**src/rtl/shift_op_sequencer_pkg.sv**
```systemverilog
// Shared constants and types for the Mini SRC shift/rotate sequencer.
// Opcodes, op_sel bit positions, FSM state type and op decode helpers.
package mini_src_pkg;

  localparam logic [4:0] OP_SHR  = 5'b00111;
  localparam logic [4:0] OP_SHRA = 5'b01000;
  localparam logic [4:0] OP_SHL  = 5'b01001;
  localparam logic [4:0] OP_ROR  = 5'b01010;
  localparam logic [4:0] OP_ROL  = 5'b01011;

  localparam int SEL_SHR  = 0;
  localparam int SEL_SHRA = 1;
  localparam int SEL_SHL  = 2;
  localparam int SEL_ROR  = 3;
  localparam int SEL_ROL  = 4;

  typedef enum logic [2:0] {
    ST_IDLE,
    ST_T3,
    ST_T4,
    ST_T5,
    ST_ERR
  } state_e;

  function automatic logic is_shift(input logic [4:0] op);
    return (op == OP_SHR) || (op == OP_SHRA) || (op == OP_SHL) ||
           (op == OP_ROR) || (op == OP_ROL);
  endfunction

  function automatic logic [4:0] op_decode(input logic [4:0] op);
    logic [4:0] d;
    d = '0;
    case (op)
      OP_SHR:  d[SEL_SHR]  = 1'b1;
      OP_SHRA: d[SEL_SHRA] = 1'b1;
      OP_SHL:  d[SEL_SHL]  = 1'b1;
      OP_ROR:  d[SEL_ROR]  = 1'b1;
      OP_ROL:  d[SEL_ROL]  = 1'b1;
      default: d = '0;
    endcase
    return d;
  endfunction

endpackage

```
**src/rtl/shift_op_sequencer_if.sv**
```systemverilog
// Control-unit <-> sequencer bundle: decoded IR request in, datapath strobes out.
// master = control unit / testbench side, slave = sequencer.
interface shift_op_sequencer_if #(
  parameter int NREGS    = 16,
  parameter int REG_BITS = 4
);
  logic                start;
  logic [4:0]          opcode;
  logic [REG_BITS-1:0] ra;
  logic [REG_BITS-1:0] rb;
  logic [REG_BITS-1:0] rc;
  logic                hold;
  logic [NREGS-1:0]    reg_out_sel;
  logic [NREGS-1:0]    reg_in_sel;
  logic                y_in;
  logic                z_in;
  logic                zlow_out;
  logic [4:0]          op_sel;
  logic                busy;
  logic                done;
  logic                illegal;

  modport master (
    output start, opcode, ra, rb, rc, hold,
    input  reg_out_sel, reg_in_sel, y_in, z_in, zlow_out, op_sel, busy, done, illegal
  );

  modport slave (
    input  start, opcode, ra, rb, rc, hold,
    output reg_out_sel, reg_in_sel, y_in, z_in, zlow_out, op_sel, busy, done, illegal
  );
endinterface

```
**src/rtl/shift_op_sequencer_reg_decoder.sv**
```systemverilog
// Register index to one-hot strobe decoder; all-zero when disabled.
module reg_decoder #(
  parameter int REG_BITS = 4,
  parameter int NREGS    = 16
) (
  input  logic                en,
  input  logic [REG_BITS-1:0] idx,
  output logic [NREGS-1:0]    onehot
);
  always_comb begin
    onehot = '0;
    if (en) onehot[idx] = 1'b1;
  end
endmodule

```
**src/rtl/shift_op_sequencer.sv**
```systemverilog
// Execute-phase (T3..T5) sequencer for shr/shra/shl/ror/rol: drives bus
// strobes and the shifter's one-hot op select; non-shift opcodes end in ERR.
module shift_op_sequencer
  import mini_src_pkg::*;
#(
  parameter int NREGS    = 16,
  parameter int REG_BITS = 4
) (
  input  logic                 clock,
  input  logic                 reset,
  shift_op_sequencer_if.slave  bus
);

  state_e              state, nxt;
  logic [4:0]          op_q;
  logic [REG_BITS-1:0] ra_q, rb_q, rc_q;
  logic                accept;

  logic                rd_en, wr_en;
  logic [REG_BITS-1:0] rd_idx;
  logic                y_in, z_in, zlow_out, busy, done, illegal;
  logic [4:0]          op_sel;

  // hold in IDLE blocks acceptance, so a held start is never latched
  assign accept = (state == ST_IDLE) && bus.start && !bus.hold;

  always_ff @(posedge clock) begin
    if (reset) begin
      state <= ST_IDLE;
      op_q  <= '0;
      ra_q  <= '0;
      rb_q  <= '0;
      rc_q  <= '0;
    end else begin
      state <= nxt;
      if (accept) begin
        op_q <= bus.opcode;
        ra_q <= bus.ra;
        rb_q <= bus.rb;
        rc_q <= bus.rc;
      end
    end
  end

  always_comb begin
    nxt      = state;
    rd_en    = 1'b0;
    rd_idx   = rb_q;
    wr_en    = 1'b0;
    y_in     = 1'b0;
    z_in     = 1'b0;
    zlow_out = 1'b0;
    op_sel   = '0;
    busy     = (state != ST_IDLE);
    done     = 1'b0;
    illegal  = 1'b0;
    case (state)
      ST_IDLE: if (accept) nxt = is_shift(bus.opcode) ? ST_T3 : ST_ERR;
      ST_T3: begin
        rd_en = 1'b1;
        y_in  = 1'b1;
        nxt   = ST_T4;
      end
      ST_T4: begin
        rd_en  = 1'b1;
        rd_idx = rc_q;
        op_sel = op_decode(op_q);
        z_in   = 1'b1;
        nxt    = ST_T5;
      end
      ST_T5: begin
        zlow_out = 1'b1;
        wr_en    = 1'b1;
        done     = 1'b1;
        nxt      = ST_IDLE;
      end
      ST_ERR: begin
        done    = 1'b1;
        illegal = 1'b1;
        nxt     = ST_IDLE;
      end
      default: nxt = ST_IDLE;
    endcase
    // Stall: keep bus drivers steady but suppress every load/pulse so each fires once
    if (bus.hold) begin
      nxt     = state;
      y_in    = 1'b0;
      z_in    = 1'b0;
      wr_en   = 1'b0;
      done    = 1'b0;
      illegal = 1'b0;
    end
  end

  reg_decoder #(.REG_BITS(REG_BITS), .NREGS(NREGS)) u_rd_dec (
    .en     (rd_en),
    .idx    (rd_idx),
    .onehot (bus.reg_out_sel)
  );

  reg_decoder #(.REG_BITS(REG_BITS), .NREGS(NREGS)) u_wr_dec (
    .en     (wr_en),
    .idx    (ra_q),
    .onehot (bus.reg_in_sel)
  );

  assign bus.y_in     = y_in;
  assign bus.z_in     = z_in;
  assign bus.zlow_out = zlow_out;
  assign bus.op_sel   = op_sel;
  assign bus.busy     = busy;
  assign bus.done     = done;
  assign bus.illegal  = illegal;

endmodule

```
**src/flat_wrapper.sv**
```systemverilog
// flat-port wrapper written by rule: the top's interface ports become plain ports
module shift_op_sequencer_flat import mini_src_pkg::*;
#(
  parameter int NREGS    = 16,
  parameter int REG_BITS = 4
)
  (clock, reset, bus_start, bus_opcode, bus_ra, bus_rb, bus_rc, bus_hold, bus_reg_out_sel, bus_reg_in_sel, bus_y_in, bus_z_in, bus_zlow_out, bus_op_sel, bus_busy, bus_done, bus_illegal);
  shift_op_sequencer_if #(.NREGS(NREGS), .REG_BITS(REG_BITS)) bus_i ();
  input  logic clock;
  input  logic reset;
  input wire logic [$bits(bus_i.start)-1:0] bus_start;
  input wire logic [$bits(bus_i.opcode)-1:0] bus_opcode;
  input wire logic [$bits(bus_i.ra)-1:0] bus_ra;
  input wire logic [$bits(bus_i.rb)-1:0] bus_rb;
  input wire logic [$bits(bus_i.rc)-1:0] bus_rc;
  input wire logic [$bits(bus_i.hold)-1:0] bus_hold;
  output wire logic [$bits(bus_i.reg_out_sel)-1:0] bus_reg_out_sel;
  output wire logic [$bits(bus_i.reg_in_sel)-1:0] bus_reg_in_sel;
  output wire logic [$bits(bus_i.y_in)-1:0] bus_y_in;
  output wire logic [$bits(bus_i.z_in)-1:0] bus_z_in;
  output wire logic [$bits(bus_i.zlow_out)-1:0] bus_zlow_out;
  output wire logic [$bits(bus_i.op_sel)-1:0] bus_op_sel;
  output wire logic [$bits(bus_i.busy)-1:0] bus_busy;
  output wire logic [$bits(bus_i.done)-1:0] bus_done;
  output wire logic [$bits(bus_i.illegal)-1:0] bus_illegal;
  assign bus_i.start = bus_start;
  assign bus_i.opcode = bus_opcode;
  assign bus_i.ra = bus_ra;
  assign bus_i.rb = bus_rb;
  assign bus_i.rc = bus_rc;
  assign bus_i.hold = bus_hold;
  assign bus_reg_out_sel = bus_i.reg_out_sel;
  assign bus_reg_in_sel = bus_i.reg_in_sel;
  assign bus_y_in = bus_i.y_in;
  assign bus_z_in = bus_i.z_in;
  assign bus_zlow_out = bus_i.zlow_out;
  assign bus_op_sel = bus_i.op_sel;
  assign bus_busy = bus_i.busy;
  assign bus_done = bus_i.done;
  assign bus_illegal = bus_i.illegal;
  shift_op_sequencer #(.NREGS(NREGS), .REG_BITS(REG_BITS)) u_core (.clock(clock), .reset(reset), .bus(bus_i));
endmodule
```
**config.mk**
```make
export PLATFORM = sky130hd
export DESIGN_NAME = shift_op_sequencer_flat
export DESIGN_NICKNAME = d
export VERILOG_FILES = /design/src/rtl/shift_op_sequencer_pkg.sv /design/src/rtl/shift_op_sequencer_if.sv /design/src/rtl/shift_op_sequencer_reg_decoder.sv /design/src/rtl/shift_op_sequencer.sv /design/src/flat_wrapper.sv
export SDC_FILE = /design/constraint.sdc
export NUM_CORES = 1
export LEC_CHECK = 0
export ABC_AREA = 1
export BUFFER_PORTS_ARGS = -buffer_cell sky130_fd_sc_hd__buf_4
export CAP_MARGIN = 25
export CORE_MARGIN = 2
export CORE_UTILIZATION = 41
export DETAILED_ROUTE_END_ITERATION = 6
export PLACE_DENSITY = 0.76
export SLEW_MARGIN = 15
export SYNTH_ARGS = -nofsm -noshare
export SYNTH_HDL_FRONTEND = slang
export SYNTH_SLANG_ARGS = --single-unit
```
**constraint.sdc**
```tcl
create_clock -name clock -period 1.3 [get_ports clock]
set_clock_uncertainty 0.15 [all_clocks]
set_input_delay 0.13 -clock clock [delete_from_list [all_inputs] [get_ports clock]]
set_output_delay 0.13 -clock clock [all_outputs]
set_load 0.02 [all_outputs]
```
==> results of run 1 <==
tightest hold or removal path, delay by kind of cell:
family	cells	cell delay (ns)
simple gates	3	0.28
compound gates	1	0.07
buf+inv	2	0.16
layer usage:
layer	global-route usage	up-vias
met2	0.548	171
met5	0	-
met4	0.108	0
li1	-	876
met3	0.0628	63
met1	0.357	955
area by class of cell:
class	count	area [sq um]	share of cell area
Sequential cell	20	407	0.141
Timing Repair Buffer	109	1020	0.356
Clock buffer	4	47.5	0.0165
Inverter	20	85.1	0.0296
Multi-Input combinational cell	162	1270	0.442
Tap cell	33	41.3	0.0144
worst paths after layout:
path,to,slack (ns),cells after the start
min reg2reg,u_core.state[2]$_SDFFE_PP0P_,0.39,2
max reg2reg,u_core.rb_q[3]$_SDFFE_PP0P_,-0.40,8
min,u_core.state[2]$_SDFFE_PP0P_,0.17,6
max,bus_reg_out_sel[0],-0.79,8
cell usage after synthesis:
| library cell | count |
|---|---|
| a21oi_1 | 3 |
| buf_6 | 3 |
| clkbuf_1 | 1 |
| clkinv_1 | 1 |
| dfxtp_1 | 20 |
| inv_1 | 17 |
| inv_4 | 2 |
| nand2_1 | 29 |
| nand2_2 | 5 |
| nand2_4 | 2 |
| nand3_1 | 15 |
| nand3_2 | 1 |
| nand3b_1 | 2 |
| nand4_1 | 2 |
| nor2_1 | 72 |
| nor2_4 | 1 |
| nor2_8 | 1 |
| nor3_1 | 6 |
| nor3_4 | 1 |
| o21ai_0 | 18 |
| o21ai_1 | 1 |
| o21ai_2 | 2 |
| or2_2 | 1 |
cell families after synthesis:
group	count (synthesis)
buffers and inverters	24
AO/OA/AOI/OAI	24
AND/OR/NAND/NOR	138
flip-flops	20
power breakdown:
group | switching [W] | internal [W] | leakage (nW)
Sequential | 0.0000851 | 0.000671 | 0.166
Clock | 0.000242 | 0.000236 | 0.0261
Combinational | 0.000634 | 0.000406 | 1.00
registers in the layout, summed over array words and instances (netlist names):
register	flops
u_core.rc_q	4
u_core.state	3
u_core.op_q	5
u_core.rb_q	4
u_core.ra_q	4
stage by stage:
| step | area (sq um) | hold slack, ns | utilization |
|---|---|---|---|
| floorplan | 1660 | 0.0417 | - |
| detailed placement | 2350 | 0.147 | 0.782 |
| global route | 2880 | 0.152 | 0.958 |
| finish | 2880 | 0.167 | 0.958 |
| global placement | 2350 | 0.144 | 0.782 |
| CTS | 2760 | 0.0450 | 0.919 |
repair_timing:
item / CTS / global route
buffers inserted: 2 / 3
hold buffers: 18 / 0
resized for setup: 31 / 25
pin swaps: 8 / 5
hold endpoints to repair: 19 / 0
endpoints found under the setup margin: 63 / 63
==> impl_results.md, run 1 <==
- Ant diodes: 0
- CP bufs+invs: 2
- Remaining Overflow, GRT: 0
- Vias/cell: 5.93
- Sequential share of the synthesized area: 0.314
- Final #Nets: 337
- Post-DRT Antenna Nets: 0
- IO Count: 64
- Outcome: finished with violations
- Fillers: 69
- Place WS: -0.304 ns
- Synth Area in XOR/XNOR: 0
- Routed vias: 2065
- Clock-pin slew on the worst setup and hold paths: 0.13 ns
- Fmax achieved: 479 MHz
- Hold Path Origin: bus_start
- Root Buffer: clkbuf_4
- Area growth, synth to finish: 126%
- Cell mode on critical path: nor2_4
- Global router's overall resource usage: 0.306
- Cells along the critical path: nor2_4, nand2_4, buf_12, nand2_1, o21ai_2, nand3_2, nor2_4, buf_4
- DRC: 0
- CP startpoint: u_core.state[0]$_SDFFE_PP0P_
- Netlist cell types: 23
- Die Y: 59.8 um
- GPL Wtd Cong: 0.793
- Worst reg2reg path startpoint: u_core.state[0]$_SDFFE_PP0P_
- Post-Synth Adder-Cell Area: 0
- CTS Buf Count: 3
- Fin crit period: 2.09 ns
- Synth area leader: dfxtp_1
- Post-synthesis compound-gate area fraction: 0.100
- Top routing layer in use: met4
- Failing checks: negative setup slack
- Setup TNS: -33.34 ns
- TritonCTS clock tree: yes
- DRT Pass-1 Iters: 5
- Largest family of logic cells by synthesized area: simple AND/OR/NAND/NOR gates
- Synthesized Nets: 227
- Worst rel slew slack: 0.725
- CP Max Fanout: 6
- P_leak: 1.19 nW
- Mux contribution to synthesized area: 0
- Met3 wire length: 615 um
- Synth Warn #: 0
- Syn Area/Cell: 6.19 sq um
- HP Class: primary input to flip-flop
- Worst EP required: 1.02 ns
- Port Buffer Count: 63
- Final number of max-transition violations: 0
- Placed Cells: 321
- Max Cap Viol: 0
- DR WL/cell: 21.1 um
- Synth area leaders: dfxtp_1, nor2_1, nand2_1
- Rows: 20
- Flops & latches, synth: 20
- Post-Syn Area: 1270 sq um
- Type of origin of the critical path: flip-flop
- CP Capture Type: output pin
- Clk sinks: 20
- Number of H-tree levels: 1
- Iteration-0 DRC Markers: 168
- Share of the synthesized area in the top cell type: 0.314
- Peak VDD IR: 0.000801 V
- Routed WL: 7.35 mm
- Setup CP Type: flip-flop to output pin
- Commonest non-fill, non-tap cell in the layout: buf_4
- Setup violators final: 63
- Final hold vios: 0
- Post-Synthesis Cells: 206
- RSZ-0062 raised after global routing: true
- Critical Path AT: 1.81 ns
- Share of cells above drive strength 1: 0.571
- Core Region: 3000 sq um
- Detailed Place HPWL: 3.31 mm
- Pwr Total: 0.00227 W
- Starting Density: 0.425
- Largest net degree at the start of global routing: 18
- Most frequent cells in the layout: buf_4, nor2_1, nor2_4
- Power Density: 791 nW/um^2
- Simple-Gate Fraction of Synth Area: 0.494
- Final WS setup: -0.789 ns
- Clk Latency, worst-skew pair: 0.33 ns
- Die ar.: 3570 sq um
- First-pass GRT wire length: 8.27 mm
- Slowest-stage cell, CP: dfxtp_2
- Die X: 59.8 um
- Vias in the first global route: 1801
- CTS Buffer Depth: 2
- Met1 WL: 2.40 mm
- Met2 WL post-DR: 3.77 mm
- CP peak stage delay: 0.44 ns
- Worst slew pin tran: 0.412 ns
- Final Non-Filler Cells: 348
- Initial antenna violation count: 0
- Period utilization: 1.61
- Crit path max-delay family: simple AND/OR/NAND/NOR gates
No activity file was read; power rests on OpenSTA's default activity.
==> run 2: changes to the inputs <==
SKIP_LAST_GASP = 1   (was default)
==> impl_results.md, run 2 (synthesis gave the netlist of run 1 again) <==
- Critical Path AT: 1.79 ns (-0.02 ns)
- Power Density: 783 nW/um^2 (-0.93%)
- Max Cap Viol: 0 (unchanged)
- Post-DRT Antenna Nets: 0 (unchanged)
- Iteration-0 DRC Markers: 169 (+0.60%)
- Port Buffer Count: 63 (unchanged)
- DRT Pass-1 Iters: 6 (+1)
- CP Capture Type: output pin
- Period utilization: 1.59 (-0.0152)
- Fillers: 101 (+46%)
- Number of H-tree levels: 1 (unchanged)
- Outcome: finished with violations
- Clk sinks: 20 (unchanged)
- Worst slew pin tran: 0.322 ns (-0.0904 ns)
- Ant diodes: 0 (unchanged)
- Final Non-Filler Cells: 347 (-0.29%)
- Peak VDD IR: 0.000832 V (+3.9%)
- Worst rel slew slack: 0.785 (+0.0598)
- Die Y: 59.8 um (unchanged)
- P_leak: 1.18 nW (-0.88%)
- DR WL/cell: 18.4 um (-13%)
- Commonest non-fill, non-tap cell in the layout: buf_4
- Share of cells above drive strength 1: 0.557 (-0.0141)
- Area of the multi-input gates: 1250 sq um (-1.5%)
- Most frequent cells in the layout: buf_4, nor2_1, nor2_4
- Setup violators final: 63 (unchanged)
- Area growth, synth to finish: 120%
- HP Class: primary input to flip-flop
- Setup CP Type: flip-flop to output pin
- Largest net degree at the start of global routing: 18 (unchanged)
- Die ar.: 3570 sq um (unchanged)
- FF-to-FF setup slack: -0.34 ns (+0.06 ns)
- Placed Cells: 321 (unchanged)
- Max reg flops: 5 (unchanged)
- Vias/cell: 5.58 (-5.9%)
- Final core occ: 0.933 (-0.0242)
- Clock-pin slew on the worst setup and hold paths: 0.13 ns (about the same)
- Setup TNS: -31.33 ns (+2.01 ns)
- Remaining Overflow, GRT: 0 (unchanged)
- RSZ-0062 raised after global routing: true
- Vias in the first global route: 1807 (+0.33%)
- Global router's overall resource usage: 0.310 (+0.00371)
- Final number of max-transition violations: 0 (unchanged)
- IO Count: 64 (unchanged)
- DRC: 0 (unchanged)
- Fin crit period: 2.07 ns (-0.0198 ns)
- Final #Nets: 336 (-0.30%)
- Routed vias: 1937 (-6.2%)
- GPL Wtd Cong: 0.793 (unchanged)
- CTS Buffer Depth: 2 (unchanged)
- FF+latch area: 407 sq um (unchanged)
- Final WS setup: -0.769 ns (+0.0198 ns)
- Failing checks: negative setup slack
- Final hold vios: 0 (unchanged)
- Worst EP required: 1.02 ns (about the same)
- CTS Buf Count: 3 (unchanged)
- Routed WL: 6.38 mm (-13%)
- Detailed Place HPWL: 3.31 mm (unchanged)
- Root Buffer: clkbuf_4
- Starting Density: 0.425 (unchanged)
- CP Max Fanout: 7 (+1)
- First-pass GRT wire length: 8.40 mm (+1.6%)
- TritonCTS clock tree: yes
- Core Region: 3000 sq um (unchanged)
- Die X: 59.8 um (unchanged)
- Rows: 20 (unchanged)
- Fmax achieved: 483 MHz (+0.96%)
- Initial antenna violation count: 0 (unchanged)
- Type of origin of the critical path: flip-flop
- Clk Latency, worst-skew pair: 0.32 ns (about the same)
- Largest Register: u_core.op_q
-- run 2: changes by cell type in the layout (fill, tap and decap cells not counted), moves of 2 or more --
cell     before  now
nor2_4       31   29
nand2_4       5    8
buf_4        62   71
nor2_1       37   40
buf_6        23   14
-- run 2: worst max-delay path: stages, from the launching register on --
cell      delay [ns]
dfxtp_2         0.38
nor2_4          0.12
buf_4           0.18
nand3b_1        0.15
nand2_2         0.19
nand3_2         0.16
nor2_4          0.14
buf_4           0.14
-- run 2: repair_timing --
| action | 4_1_cts | 5_1_grt |
|---|---|---|
| hold buffers | 18 | 0 |
| cloned | 0 | 0 |
| setup endpoints to repair | 63 | 63 |
| setup buffers | 2 | 2 |
| endpoints found under the hold margin | 19 | 0 |
| pin swaps | 7 | 3 |
| gates resized for setup | 26 | 15 |
-- run 2: stage by stage --
stage / cell area [sq um] / total power, W / hold slack [ns] / setup slack [ns]
2_1_floorplan: 1660 / 0.00124 / 0.0417 / -0.231
3_3_place_gp: 2350 / 0.00150 / 0.144 / -0.278
3_5_place_dp: 2350 / 0.00151 / 0.147 / -0.304
4_1_cts: 2740 / 0.00207 / 0.0450 / -0.631
5_1_grt: 2800 / 0.00227 / 0.130 / -0.860
6_report: 2800 / 0.00220 / 0.114 / -0.769
-- run 2: final cells by class --
type / instances / share of cell area
Clock buffer: 4 / 0.0170
Tap cell: 33 / 0.0147
Multi-Input combinational cell: 162 / 0.446
Inverter: 20 / 0.0304
Timing Repair Buffer: 108 / 0.346
Sequential cell: 20 / 0.145
-- run 2: path summary, 6_finish.rpt --
path / start / end / depth (start not counted)
max: u_core.state[0]$_SDFFE_PP0P_ / bus_reg_out_sel[5] / 7
min: bus_start / u_core.state[1]$_SDFFE_PP0P_ / 5
max reg2reg: u_core.state[0]$_SDFFE_PP0P_ / u_core.rb_q[0]$_SDFFE_PP0P_ / 8
min reg2reg: u_core.state[2]$_SDFFE_PP0P_ / u_core.state[2]$_SDFFE_PP0P_ / 2
-- run 2: metal layers --
metal,global-route usage,share of wire,up-vias
met1,0.358,0.36,899
met5,0,0,-
met2,0.564,0.53,129
met4,0.0952,0.052,0
met3,0.0649,0.063,34
li1,-,-,875
-- run 2: power by group --
| part | internal [W] | switching, W |
|---|---|---|
| Combinational | 0.000395 | 0.000600 |
| Sequential | 0.000671 | 0.0000753 |
| Clock | 0.000235 | 0.000220 |
| Total | 0.00130 | 0.000895 |
==> run 3: changes to the inputs <==
CORE_UTILIZATION = 35   (was 41)
PLACE_DENSITY = 0.66   (was 0.76)
==> impl_results.md, run 3 (synthesis gave the netlist of run 1 again) <==
- Final core occ: 0.876 (-0.0575)
- Clk Latency, worst-skew pair: 0.33 ns (about the same)
- Met3 wire length: 203 um (-50%)
- Vias/cell: 4.74 (-15%)
- Fin Hold WS: 0.0940 ns (-0.0196 ns)
- Power Density: 712 nW/um^2 (-9.2%)
- Met1 WL: 1.99 mm (-12%)
- Top routing layer in use: met4
- Failing checks: negative setup slack
- Die X: 64.4 um (+7.7%)
- Max Cap Viol: 0 (unchanged)
- Type of origin of the critical path: flip-flop
- Remaining Overflow, GRT: 0 (unchanged)
- Max reg flops: 5 (unchanged)
- Number of H-tree levels: 1 (unchanged)
- Die Y: 64.4 um (+7.7%)
- CP peak stage delay: 0.39 ns (about the same)
- Routed vias: 1741 (-10%)
- Setup CP Type: flip-flop to output pin
- Setup violators final: 63 (unchanged)
- P_leak: 1.22 nW (+3.4%)
- Met2 WL post-DR: 2.51 mm (-26%)
- Initial antenna violation count: 0 (unchanged)
- CP Capture Type: output pin
- Place WS: -0.325 ns (-0.0206 ns)
- Largest Register: u_core.op_q
- Area growth, synth to finish: 135%
- Starting Density: 0.373 (-0.0513)
- Most frequent cells in the layout: buf_4, nor2_1, buf_6
- Largest net degree at the start of global routing: 19 (+1)
- Detailed Place HPWL: 3.19 mm (-3.5%)
- Cells along the critical path: nor2_4, nand2_4, buf_12, o21ai_4, buf_12, nand3_2, nor2_4, buf_4
- Commonest non-fill, non-tap cell in the layout: buf_4
- Pwr Total: 0.00213 W (-3.0%)
- Peak VDD IR: 0.000535 V (-36%)
- Fmax achieved: 504 MHz (+4.4%)
- DRT Pass-1 Iters: 4 (-2)
- Setup TNS: -31.28 ns (+0.0457 ns)
- HP Class: primary input to flip-flop
- Worst slew pin tran: 0.459 ns (+0.137 ns)
- Global router's overall resource usage: 0.231 (-0.0787)
- CTS Buf Count: 3 (unchanged)
- Final hold vios: 0 (unchanged)
- Vias in the first global route: 1611 (-11%)
- Worst rel slew slack: 0.694 (-0.0910)
- Slowest-stage cell, CP: dfxtp_4
- Port Buffer Count: 63 (unchanged)
- Core Region: 3420 sq um (+14%)
- Final WS setup: -0.682 ns (+0.0867 ns)
- Die ar.: 4140 sq um (+16%)
- Iteration-0 DRC Markers: 73 (-57%)
- DR WL/cell: 12.9 um (-30%)
- Critical Path AT: 1.70 ns (-0.09 ns)
- Outcome: finished with violations
- CTS Buffer Depth: 2 (unchanged)
- GPL Wtd Cong: 0.824 (+3.8%)
- Root Buffer: clkbuf_4
- Clk sinks: 20 (unchanged)
- Rows: 21 (+5.0%)
- First-pass GRT wire length: 7.47 mm (-11%)
- Final number of max-transition violations: 0 (unchanged)
- CP Max Fanout: 7 (unchanged)
- Fin crit period: 1.98 ns (-0.0867 ns)
- Post-DRT Antenna Nets: 0 (unchanged)
- IO Count: 64 (unchanged)
- RSZ-0062 raised after global routing: true
- Period utilization: 1.52 (-0.0667)
- Ant diodes: 0 (unchanged)
- Final #Nets: 343 (+2.1%)
- Share of cells above drive strength 1: 0.607 (+0.0502)
- DRC: 0 (unchanged)
- Routed WL: 4.75 mm (-26%)
- TritonCTS clock tree: yes
- Worst EP required: 1.02 ns (about the same)
- Clock-pin slew on the worst setup and hold paths: 0.13 ns (about the same)
-- run 3: cell count changes in the layout (fill, tap and decap cells not counted), sizes merged --
cell | previous run | this run
buf | 90 | 97
-- run 3: critical path: cells and delay by family (launching register included) --
kind / cells / cell delay [ns]
compound gates: 1 / 0.05
flops: 1 / 0.39
simple gates: 4 / 0.50
buf+inv: 3 / 0.43
-- run 3: timing repair --
item,4_1_cts,5_1_grt
hold buffers,18,0
resized for setup,42,56
setup buffers,8,6
cloned,2,0
setup endpoints to repair,63,63
pin swaps,12,30
endpoints found under the hold margin,20,0
-- run 3: cell type report --
type	instances	area [sq um]
Multi-Input combinational cell	162	1280
Timing Repair Buffer	115	1120
Fill cell	168	424
Sequential cell	20	412
Inverter	20	92.6
Tap cell	46	57.6
Clock buffer	4	26.3
-- run 3: metal layers --
metal,vias to the layer above,track usage
met2,57,0.421
met1,795,0.292
met4,0,0.0559
li1,887,-
met3,2,0.0211
met5,-,0
-- run 3: report_power, final --
| part | switching, W | internal, W | total (W) | leakage (nW) |
|---|---|---|---|---|
| Combinational | 0.000562 | 0.000479 | 0.00104 | 1.04 |
| Clock | 0.000219 | 0.000120 | 0.000340 | 0.0150 |
| Sequential | 0.0000787 | 0.000669 | 0.000748 | 0.166 |
| Total | 0.000860 | 0.00127 | 0.00213 | 1.22 |
-- run 3: final timing paths --
path	from	endpoint	slack, ns	depth (start not counted)
max reg2reg	u_core.state[1]$_SDFFE_PP0P_	u_core.rb_q[0]$_SDFFE_PP0P_	-0.31	9
min reg2reg	u_core.op_q[3]$_SDFFE_PP0P_	u_core.op_q[3]$_SDFFE_PP0P_	0.38	2
max	u_core.state[2]$_SDFFE_PP0P_	bus_reg_out_sel[6]	-0.68	8
min	bus_start	u_core.state[1]$_SDFFE_PP0P_	0.09	5
-- run 3: per-stage QoR --
| stage | cells | instance area, sq um |
|---|---|---|
| after floorplan | 206 | 1660 |
| after global placement | 333 | 2380 |
| after detailed placement | 333 | 2380 |
| after CTS | 365 | 2810 |
| after global routing | 367 | 2990 |
| final | 367 | 2990 |
